**config.mk**
```make
export PLATFORM = sky130hd
export DESIGN_NAME = sprite_line_engine_flat
export DESIGN_NICKNAME = d
export VERILOG_FILES = /design/src/rtl/sprite_line_engine_if.sv /design/src/rtl/sprite_line_engine.sv /design/src/flat_wrapper.sv
export SDC_FILE = /design/constraint.sdc
export NUM_CORES = 2
export LEC_CHECK = 0
export CORE_MARGIN = 4
export CORE_UTILIZATION = 40
export CTS_CLUSTER_DIAMETER = 150
export CTS_CLUSTER_SIZE = 20
export DETAILED_ROUTE_END_ITERATION = 10
export GPL_ROUTABILITY_DRIVEN = 0
export PLACE_DENSITY = 0.68
export SYNTH_ARGS = -nofsm -noshare
export SYNTH_HDL_FRONTEND = slang
export SYNTH_SLANG_ARGS = --single-unit
```
**constraint.sdc**
```tcl
create_clock -name clk -period 3.4 [get_ports clk]
set_clock_uncertainty 0.2 [all_clocks]
set_input_delay 0.51 -clock clk [delete_from_list [all_inputs] [get_ports clk]]
set_output_delay 0.51 -clock clk [all_outputs]
set_load 0.03 [all_outputs]
```
**src/rtl/sprite_line_engine_if.sv**
```systemverilog
// Request, result and store-write signals of the sprite line engine.
// master = renderer / host side, slave = sprite_line_engine.
interface sprite_line_engine_if #(
    parameter int SPRITE_W = 8,
    parameter int ID_W     = 4,
    parameter int LINE_W   = $clog2(SPRITE_W)
);
    logic                req_valid;
    logic                req_ready;
    logic [ID_W-1:0]     req_sprite;
    logic [LINE_W-1:0]   req_line;
    logic [2:0]          req_orient;

    logic                out_valid;
    logic                out_ready;
    logic [SPRITE_W-1:0] line_data;

    logic                wr_en;
    logic [ID_W-1:0]     wr_sprite;
    logic [LINE_W-1:0]   wr_row;
    logic [SPRITE_W-1:0] wr_data;

    modport master (
        output req_valid, req_sprite, req_line, req_orient, out_ready,
               wr_en, wr_sprite, wr_row, wr_data,
        input  req_ready, out_valid, line_data
    );

    modport slave (
        input  req_valid, req_sprite, req_line, req_orient, out_ready,
               wr_en, wr_sprite, wr_row, wr_data,
        output req_ready, out_valid, line_data
    );
endinterface

```
**src/rtl/sprite_line_engine.sv**
```systemverilog
// Sprite line fetcher: returns one displayed line of a stored 1-bpp
// active-low sprite in any of 8 orientations.
//
// state  | meaning
// IDLE   | accepts requests; rot0/rot180 lines are produced directly from one row
// GATHER | rot90/rot270: one store row per cycle supplies one pixel of the line
//
// The store has a single port and writes always win it, so a write stalls
// a gather step. Since N-x equals ~x for a power-of-2 edge, all mirrored
// and reversed indices are plain bit inversions.
module sprite_line_engine #(
    parameter int SPRITE_W    = 8,
    parameter int NUM_SPRITES = 16,
    parameter int ID_W        = 4,
    parameter int LINE_W      = $clog2(SPRITE_W)
) (
    input  logic                   clk,
    input  logic                   reset,
    sprite_line_engine_if.slave    bus,
    output logic                   busy
);
    localparam logic [LINE_W-1:0] LAST = LINE_W'(SPRITE_W - 1);

    typedef enum logic {IDLE, GATHER} state_t;

    state_t              state, state_nxt;
    logic [SPRITE_W-1:0] mem [NUM_SPRITES][SPRITE_W];
    logic [LINE_W-1:0]   cnt;
    logic [ID_W-1:0]     g_sprite;
    logic [LINE_W-1:0]   g_line;
    logic [2:0]          g_orient;
    logic [SPRITE_W-1:0] acc, acc_nxt, direct_line, rd_word;
    logic [ID_W-1:0]     rd_sprite;
    logic [LINE_W-1:0]   rd_row, direct_sy, d_xm, d_sx, g_bit, g_xm, g_x;
    logic                accept, step, done, direct_load;

    assign bus.req_ready = (state == IDLE) & ~bus.wr_en & (~bus.out_valid | bus.out_ready);
    assign busy          = (state == GATHER);
    assign accept        = bus.req_valid & bus.req_ready;
    assign direct_load   = accept & ~bus.req_orient[0];
    assign step          = (state == GATHER) & ~bus.wr_en;
    assign done          = step & (cnt == LAST);

    // Select the store row to read: the mapped row in IDLE, row cnt in GATHER.
    always_comb begin
        direct_sy = bus.req_orient[1] ? ~bus.req_line : bus.req_line;
        rd_sprite = bus.req_sprite;
        rd_row    = direct_sy;
        if (state == GATHER) begin
            rd_sprite = g_sprite;
            rd_row    = cnt;
        end
        rd_word = '1;
        if (int'(rd_sprite) < NUM_SPRITES) begin
            rd_word = mem[rd_sprite][rd_row];
        end
    end

    // rot0/rot180 line: every displayed column comes from the same source row.
    always_comb begin
        direct_line = '1;
        d_xm        = '0;
        d_sx        = '0;
        for (int x = 0; x < SPRITE_W; x++) begin
            d_xm           = bus.req_orient[2] ? ~LINE_W'(x) : LINE_W'(x);
            d_sx           = bus.req_orient[1] ? ~d_xm : d_xm;
            direct_line[x] = rd_word[~d_sx];
        end
    end

    // rot90/rot270: row cnt holds exactly one pixel of the requested line.
    always_comb begin
        g_bit   = g_orient[1] ? g_line : ~g_line;
        g_xm    = g_orient[1] ? cnt : ~cnt;
        g_x     = g_orient[2] ? ~g_xm : g_xm;
        acc_nxt = acc;
        acc_nxt[g_x] = rd_word[g_bit];
    end

    // State register.
    always_ff @(posedge clk or negedge reset) begin
        if (!reset) state <= IDLE;
        else        state <= state_nxt;
    end

    // Next-state logic.
    always_comb begin
        state_nxt = state;
        case (state)
            IDLE:   if (accept && bus.req_orient[0]) state_nxt = GATHER;
            GATHER: if (done) state_nxt = IDLE;
            default: state_nxt = IDLE;
        endcase
    end

    // Gather context, accumulator and output register.
    always_ff @(posedge clk or negedge reset) begin
        if (!reset) begin
            cnt           <= '0;
            g_sprite      <= '0;
            g_line        <= '0;
            g_orient      <= '0;
            acc           <= '1;
            bus.line_data <= '1;
            bus.out_valid <= 1'b0;
        end else begin
            if (accept && bus.req_orient[0]) begin
                g_sprite <= bus.req_sprite;
                g_line   <= bus.req_line;
                g_orient <= bus.req_orient;
                cnt      <= '0;
                acc      <= '1;
            end else if (step) begin
                cnt <= cnt + LINE_W'(1);
                acc <= acc_nxt;
            end

            if (direct_load) begin
                bus.line_data <= direct_line;
                bus.out_valid <= 1'b1;
            end else if (done) begin
                bus.line_data <= acc_nxt;
                bus.out_valid <= 1'b1;
            end else if (bus.out_ready) begin
                bus.out_valid <= 1'b0;
            end
        end
    end

    // Sprite store; writes to nonexistent sprites are dropped.
    always_ff @(posedge clk or negedge reset) begin
        if (!reset) begin
            for (int s = 0; s < NUM_SPRITES; s++) begin
                for (int r = 0; r < SPRITE_W; r++) begin
                    mem[s][r] <= '1;
                end
            end
        end else if (bus.wr_en && (int'(bus.wr_sprite) < NUM_SPRITES)) begin
            mem[bus.wr_sprite][bus.wr_row] <= bus.wr_data;
        end
    end
endmodule

```
**src/flat_wrapper.sv**
```systemverilog
// flat-port wrapper written by rule: the top's interface ports become plain ports
module sprite_line_engine_flat 
#(
    parameter int SPRITE_W    = 8,
    parameter int NUM_SPRITES = 16,
    parameter int ID_W        = 4,
    parameter int LINE_W      = $clog2(SPRITE_W)
)
  (clk, reset, busy, bus_req_valid, bus_req_sprite, bus_req_line, bus_req_orient, bus_out_ready, bus_wr_en, bus_wr_sprite, bus_wr_row, bus_wr_data, bus_req_ready, bus_out_valid, bus_line_data);
  sprite_line_engine_if #(.SPRITE_W(SPRITE_W), .ID_W(ID_W), .LINE_W(LINE_W)) bus_i ();
  input  logic clk;
  input  logic reset;
  output logic busy;
  input wire logic [$bits(bus_i.req_valid)-1:0] bus_req_valid;
  input wire logic [$bits(bus_i.req_sprite)-1:0] bus_req_sprite;
  input wire logic [$bits(bus_i.req_line)-1:0] bus_req_line;
  input wire logic [$bits(bus_i.req_orient)-1:0] bus_req_orient;
  input wire logic [$bits(bus_i.out_ready)-1:0] bus_out_ready;
  input wire logic [$bits(bus_i.wr_en)-1:0] bus_wr_en;
  input wire logic [$bits(bus_i.wr_sprite)-1:0] bus_wr_sprite;
  input wire logic [$bits(bus_i.wr_row)-1:0] bus_wr_row;
  input wire logic [$bits(bus_i.wr_data)-1:0] bus_wr_data;
  output wire logic [$bits(bus_i.req_ready)-1:0] bus_req_ready;
  output wire logic [$bits(bus_i.out_valid)-1:0] bus_out_valid;
  output wire logic [$bits(bus_i.line_data)-1:0] bus_line_data;
  assign bus_i.req_valid = bus_req_valid;
  assign bus_i.req_sprite = bus_req_sprite;
  assign bus_i.req_line = bus_req_line;
  assign bus_i.req_orient = bus_req_orient;
  assign bus_i.out_ready = bus_out_ready;
  assign bus_i.wr_en = bus_wr_en;
  assign bus_i.wr_sprite = bus_wr_sprite;
  assign bus_i.wr_row = bus_wr_row;
  assign bus_i.wr_data = bus_wr_data;
  assign bus_req_ready = bus_i.req_ready;
  assign bus_out_valid = bus_i.out_valid;
  assign bus_line_data = bus_i.line_data;
  sprite_line_engine #(.SPRITE_W(SPRITE_W), .NUM_SPRITES(NUM_SPRITES), .ID_W(ID_W), .LINE_W(LINE_W)) u_core (.clk(clk), .reset(reset), .bus(bus_i), .busy(busy));
endmodule
```
==> metrics.yaml <==
grt_pass1_wl_um: 316000
total_power_mw: 54.9
place_ws_ns: -1.48
slew_headroom_pct: 17.7
grt_usage_pct: 27.1
p_leak_nw: 27.2
ys_warn_count: 0
post-dp-hpwl_um: 141000
seq_power_share_pct: 28.2
internal_power_mw: 31.1
initial_utilization_pct: 40.3
clock-root-buffer: "clkbuf_16"
synth_cell_types: 73
arrival_ns: 4.52
core_area_um2: 144000
insertion_delay_ns: 0.72
clockBufferDepth: 3
worstMarginPinSlew_ns: 1.23
totalWireLength_um: 212000
grt_pass1_vias: 47900
reg2reg_depth: 19
power_density_nw_per_um2: 783
clock.fmax_ghz: 0.244
worstSetupPathType: "register to register"
vias: 49100
grt_max_degree: 154
die_w_um: 389
numPortBuffers: 40
ys_dominant_reg_cell: "dfstp_2"
hold_violations: 0
nets: 5837
post-route-min-period_ns: 4.09
drive_above_1_share_pct: 56.2
power_frac_clock_pct: 13.5
avgSynthCellArea_um2: 10.7
drt_iter0_markers: 5508
start_kind: "register"
rrSetupSlack_ns: -0.69
ir_drop_mv: 0.713
synth_edf_count: 0
cts-buffers-inserted: 58
antenna_left: 0
reg2reg_from: "u_core.busy$_DFF_PN0_"
hold_path.class: "input pin to register"
clkSinkCount: 1054
clk_pin_slew_ns: 0.10
switching_share_pct: 43.2
cap_violations: 0
via_per_inst: 6.36
violations: "setup timing"
ys_ff_latch: 1054
period_share_pct: 120
grt_antenna_before_repair: 4
drtPass1Iterations: 6
synth-async-reset-ratio_pct: 100
cp-endpoint: "u_core.bus.line_data[7]$_DFFE_PN1P_"
drt-wirelength-per-cell_um: 27.5
area_growth_pct: 20.9
finalSetupViolations: 16
pin_count: 41
p_switching_mw: 23.7
power_frac_comb_pct: 58.3
slew_violations: 0
cp-end-kind: "register"
yosysSeqAreaShare_pct: 47.8
rsz0062_at_grt: "yes"
syn_nets: 5434
syn_inst: 5402
fin_area_um2: 70100
drcViolationCount: 0
placementRows: 139
overflow: 0
die-area_um2: 151000
required_ns: 3.83
placed_area_um2: 65400
die_h_um: 389
status: "complete, but fails checks"
synthesis.area_um2: 58000
cts_tree: "done"
critPathLaunch: "u_core.busy$_DFF_PN0_"
r2r-end: "u_core.bus.line_data[7]$_DFFE_PN1P_"
setup_slack_ns: -0.694
path_max_fanout: 9
ctsHtreeMaxLevel: 2
## final cells by class
cell class	count	area (um2)
well taps	1903	2380
repair inverters	1	8.76
clock buffers	63	1490
inverters	80	339
clock inverters	2	17.5
fillers	12500	73800
flip-flops and latches	1054	27700
multi-input cells	3779	29800
diodes	2	5.00
repair buffers	831	8370
## layout by cell type, fill, tap and decap left out, drive strengths merged, types with 46 or more instances in the layout
master,netlist,layout
o21ai,165,165
dfstp,1040,1040
o211ai,46,46
nand2,378,378
buf,199,791
nand2b,289,289
nor2,168,168
nor3,161,161
inv,79,81
a211oi,246,246
mux2,1014,1016
a21oi,467,467
o22ai,145,145
clkbuf,292,70
a22oi,222,222
## flip-flops by register name (all words and copies together), names as in the netlist
register and flops:
u_core.acc 8, u_core.bus.line_data 8, u_core.bus.out_valid 1, u_core.busy 1
u_core.cnt 3, u_core.g_line 3, u_core.g_orient 2, u_core.g_sprite 4
u_core.mem 1024
## worst min-delay path by stage
stage	startpoint	to	slack, ns	depth (start not counted)
6_report	bus_wr_data[1]	u_core.mem[361]$_DFFE_PN1P_	0.06	2
5_1_grt	bus_wr_data[1]	u_core.mem[361]$_DFFE_PN1P_	0.07	2
4_1_cts	bus_wr_data[1]	u_core.mem[233]$_DFFE_PN1P_	0.02	2
3_5_place_dp	reset	u_core.g_line[1]$_DFFE_PN0P_	0.25	1
3_3_place_gp	reset	u_core.g_line[1]$_DFFE_PN0P_	0.25	1
2_1_floorplan	reset	u_core.bus.out_valid$_DFFE_PN0P_	0.01	0
## kinds of logic (layout without fill, tap and decap cells)
| family | after synthesis | after routing | synth area share, % |
|---|---|---|---|
| other | 0 | 2 | 0 |
| and+or+nand+nor | 1162 | 1162 | 9.83 |
| xor gates and xnor gates | 5 | 5 | 0.0756 |
| adders and majority gates | 2 | 2 | 0.0432 |
| DFF | 1054 | 1054 | 47.8 |
| muxes | 1017 | 1019 | 19.8 |
| buffers and inverters | 571 | 977 | 4.43 |
| AOI/OAI and AO/OA | 1591 | 1591 | 18.1 |
## critical path: stages, from the launching register on
cell and delay (ns):
dfrtp_4 0.45, buf_12 0.16, buf_8 0.14, nor2_4 0.05
buf_12 0.14, buf_12 0.15, buf_16 0.16, a22oi_1 0.32
a21oi_2 0.14, nor3_2 0.25, buf_4 0.15, o41ai_2 0.08
nand4_1 0.14, buf_4 0.14, nor2_2 0.04, a21oi_4 0.18
o22ai_4 0.11, or3_4 0.52, buf_12 0.18, o31ai_2 0.25
## stage by stage
| step | hold WS, ns | setup TNS [ns] | instances | utilization, % |
|---|---|---|---|---|
| CTS | 0.0197 | -7.94 | 7694 | 48.0 |
| global route | 0.0686 | -10.25 | 7713 | 48.7 |
| floorplan | 0.0144 | -0.0938 | 5402 | - |
| global placement | 0.250 | -34.37 | 7579 | 45.4 |
| finish | 0.0630 | -10.63 | 7715 | 48.7 |
| detailed placement | 0.248 | -38.80 | 7579 | 45.4 |
## repair_timing
action	in CTS	in global routing
hold endpoints to repair	30	0
pin swaps	62	58
endpoints found under the setup margin	16	16
resized for setup	301	130
buffers inserted	39	12
cloned	15	8
hold buffers	1	0
## per-layer routing
| layer | track usage, % | vias up | wire length (um) |
|---|---|---|---|
| li1 | - | 20800 | - |
| met1 | 36.2 | 25100 | 85000 |
| met2 | 41.6 | 2632 | 94300 |
| met3 | 5.88 | 615 | 20900 |
| met4 | 13.4 | 2 | 12300 |
| met5 | 0 | - | 13 |
## cells in the mapped netlist, types with 77 or more instances
master	count	area [um2]
mux2_2	1013	11400
nand2b_1	289	1810
a211oi_1	246	1850
o22ai_1	145	907
a22oi_1	222	1670
dfstp_2	1040	27300
nor3_1	161	806
nor2_1	167	627
buf_2	119	596
a21oi_1	467	2340
clkbuf_1	292	1100
nand2_1	378	1420
o21ai_0	163	816
inv_1	77	289
## power groups by stage
stage / Combinational (mW) / Clock [mW] / Sequential (mW)
after floorplan: 14.1 / 0 / 15.4
after global placement: 26.1 / 0 / 15.5
after detailed placement: 26.3 / 0 / 15.6
after CTS: 29.8 / 7.52 / 15.4
after global routing: 33.3 / 7.92 / 15.6
final: 32.0 / 7.39 / 15.5
Note: power is estimated with default switching activity, not from simulation.
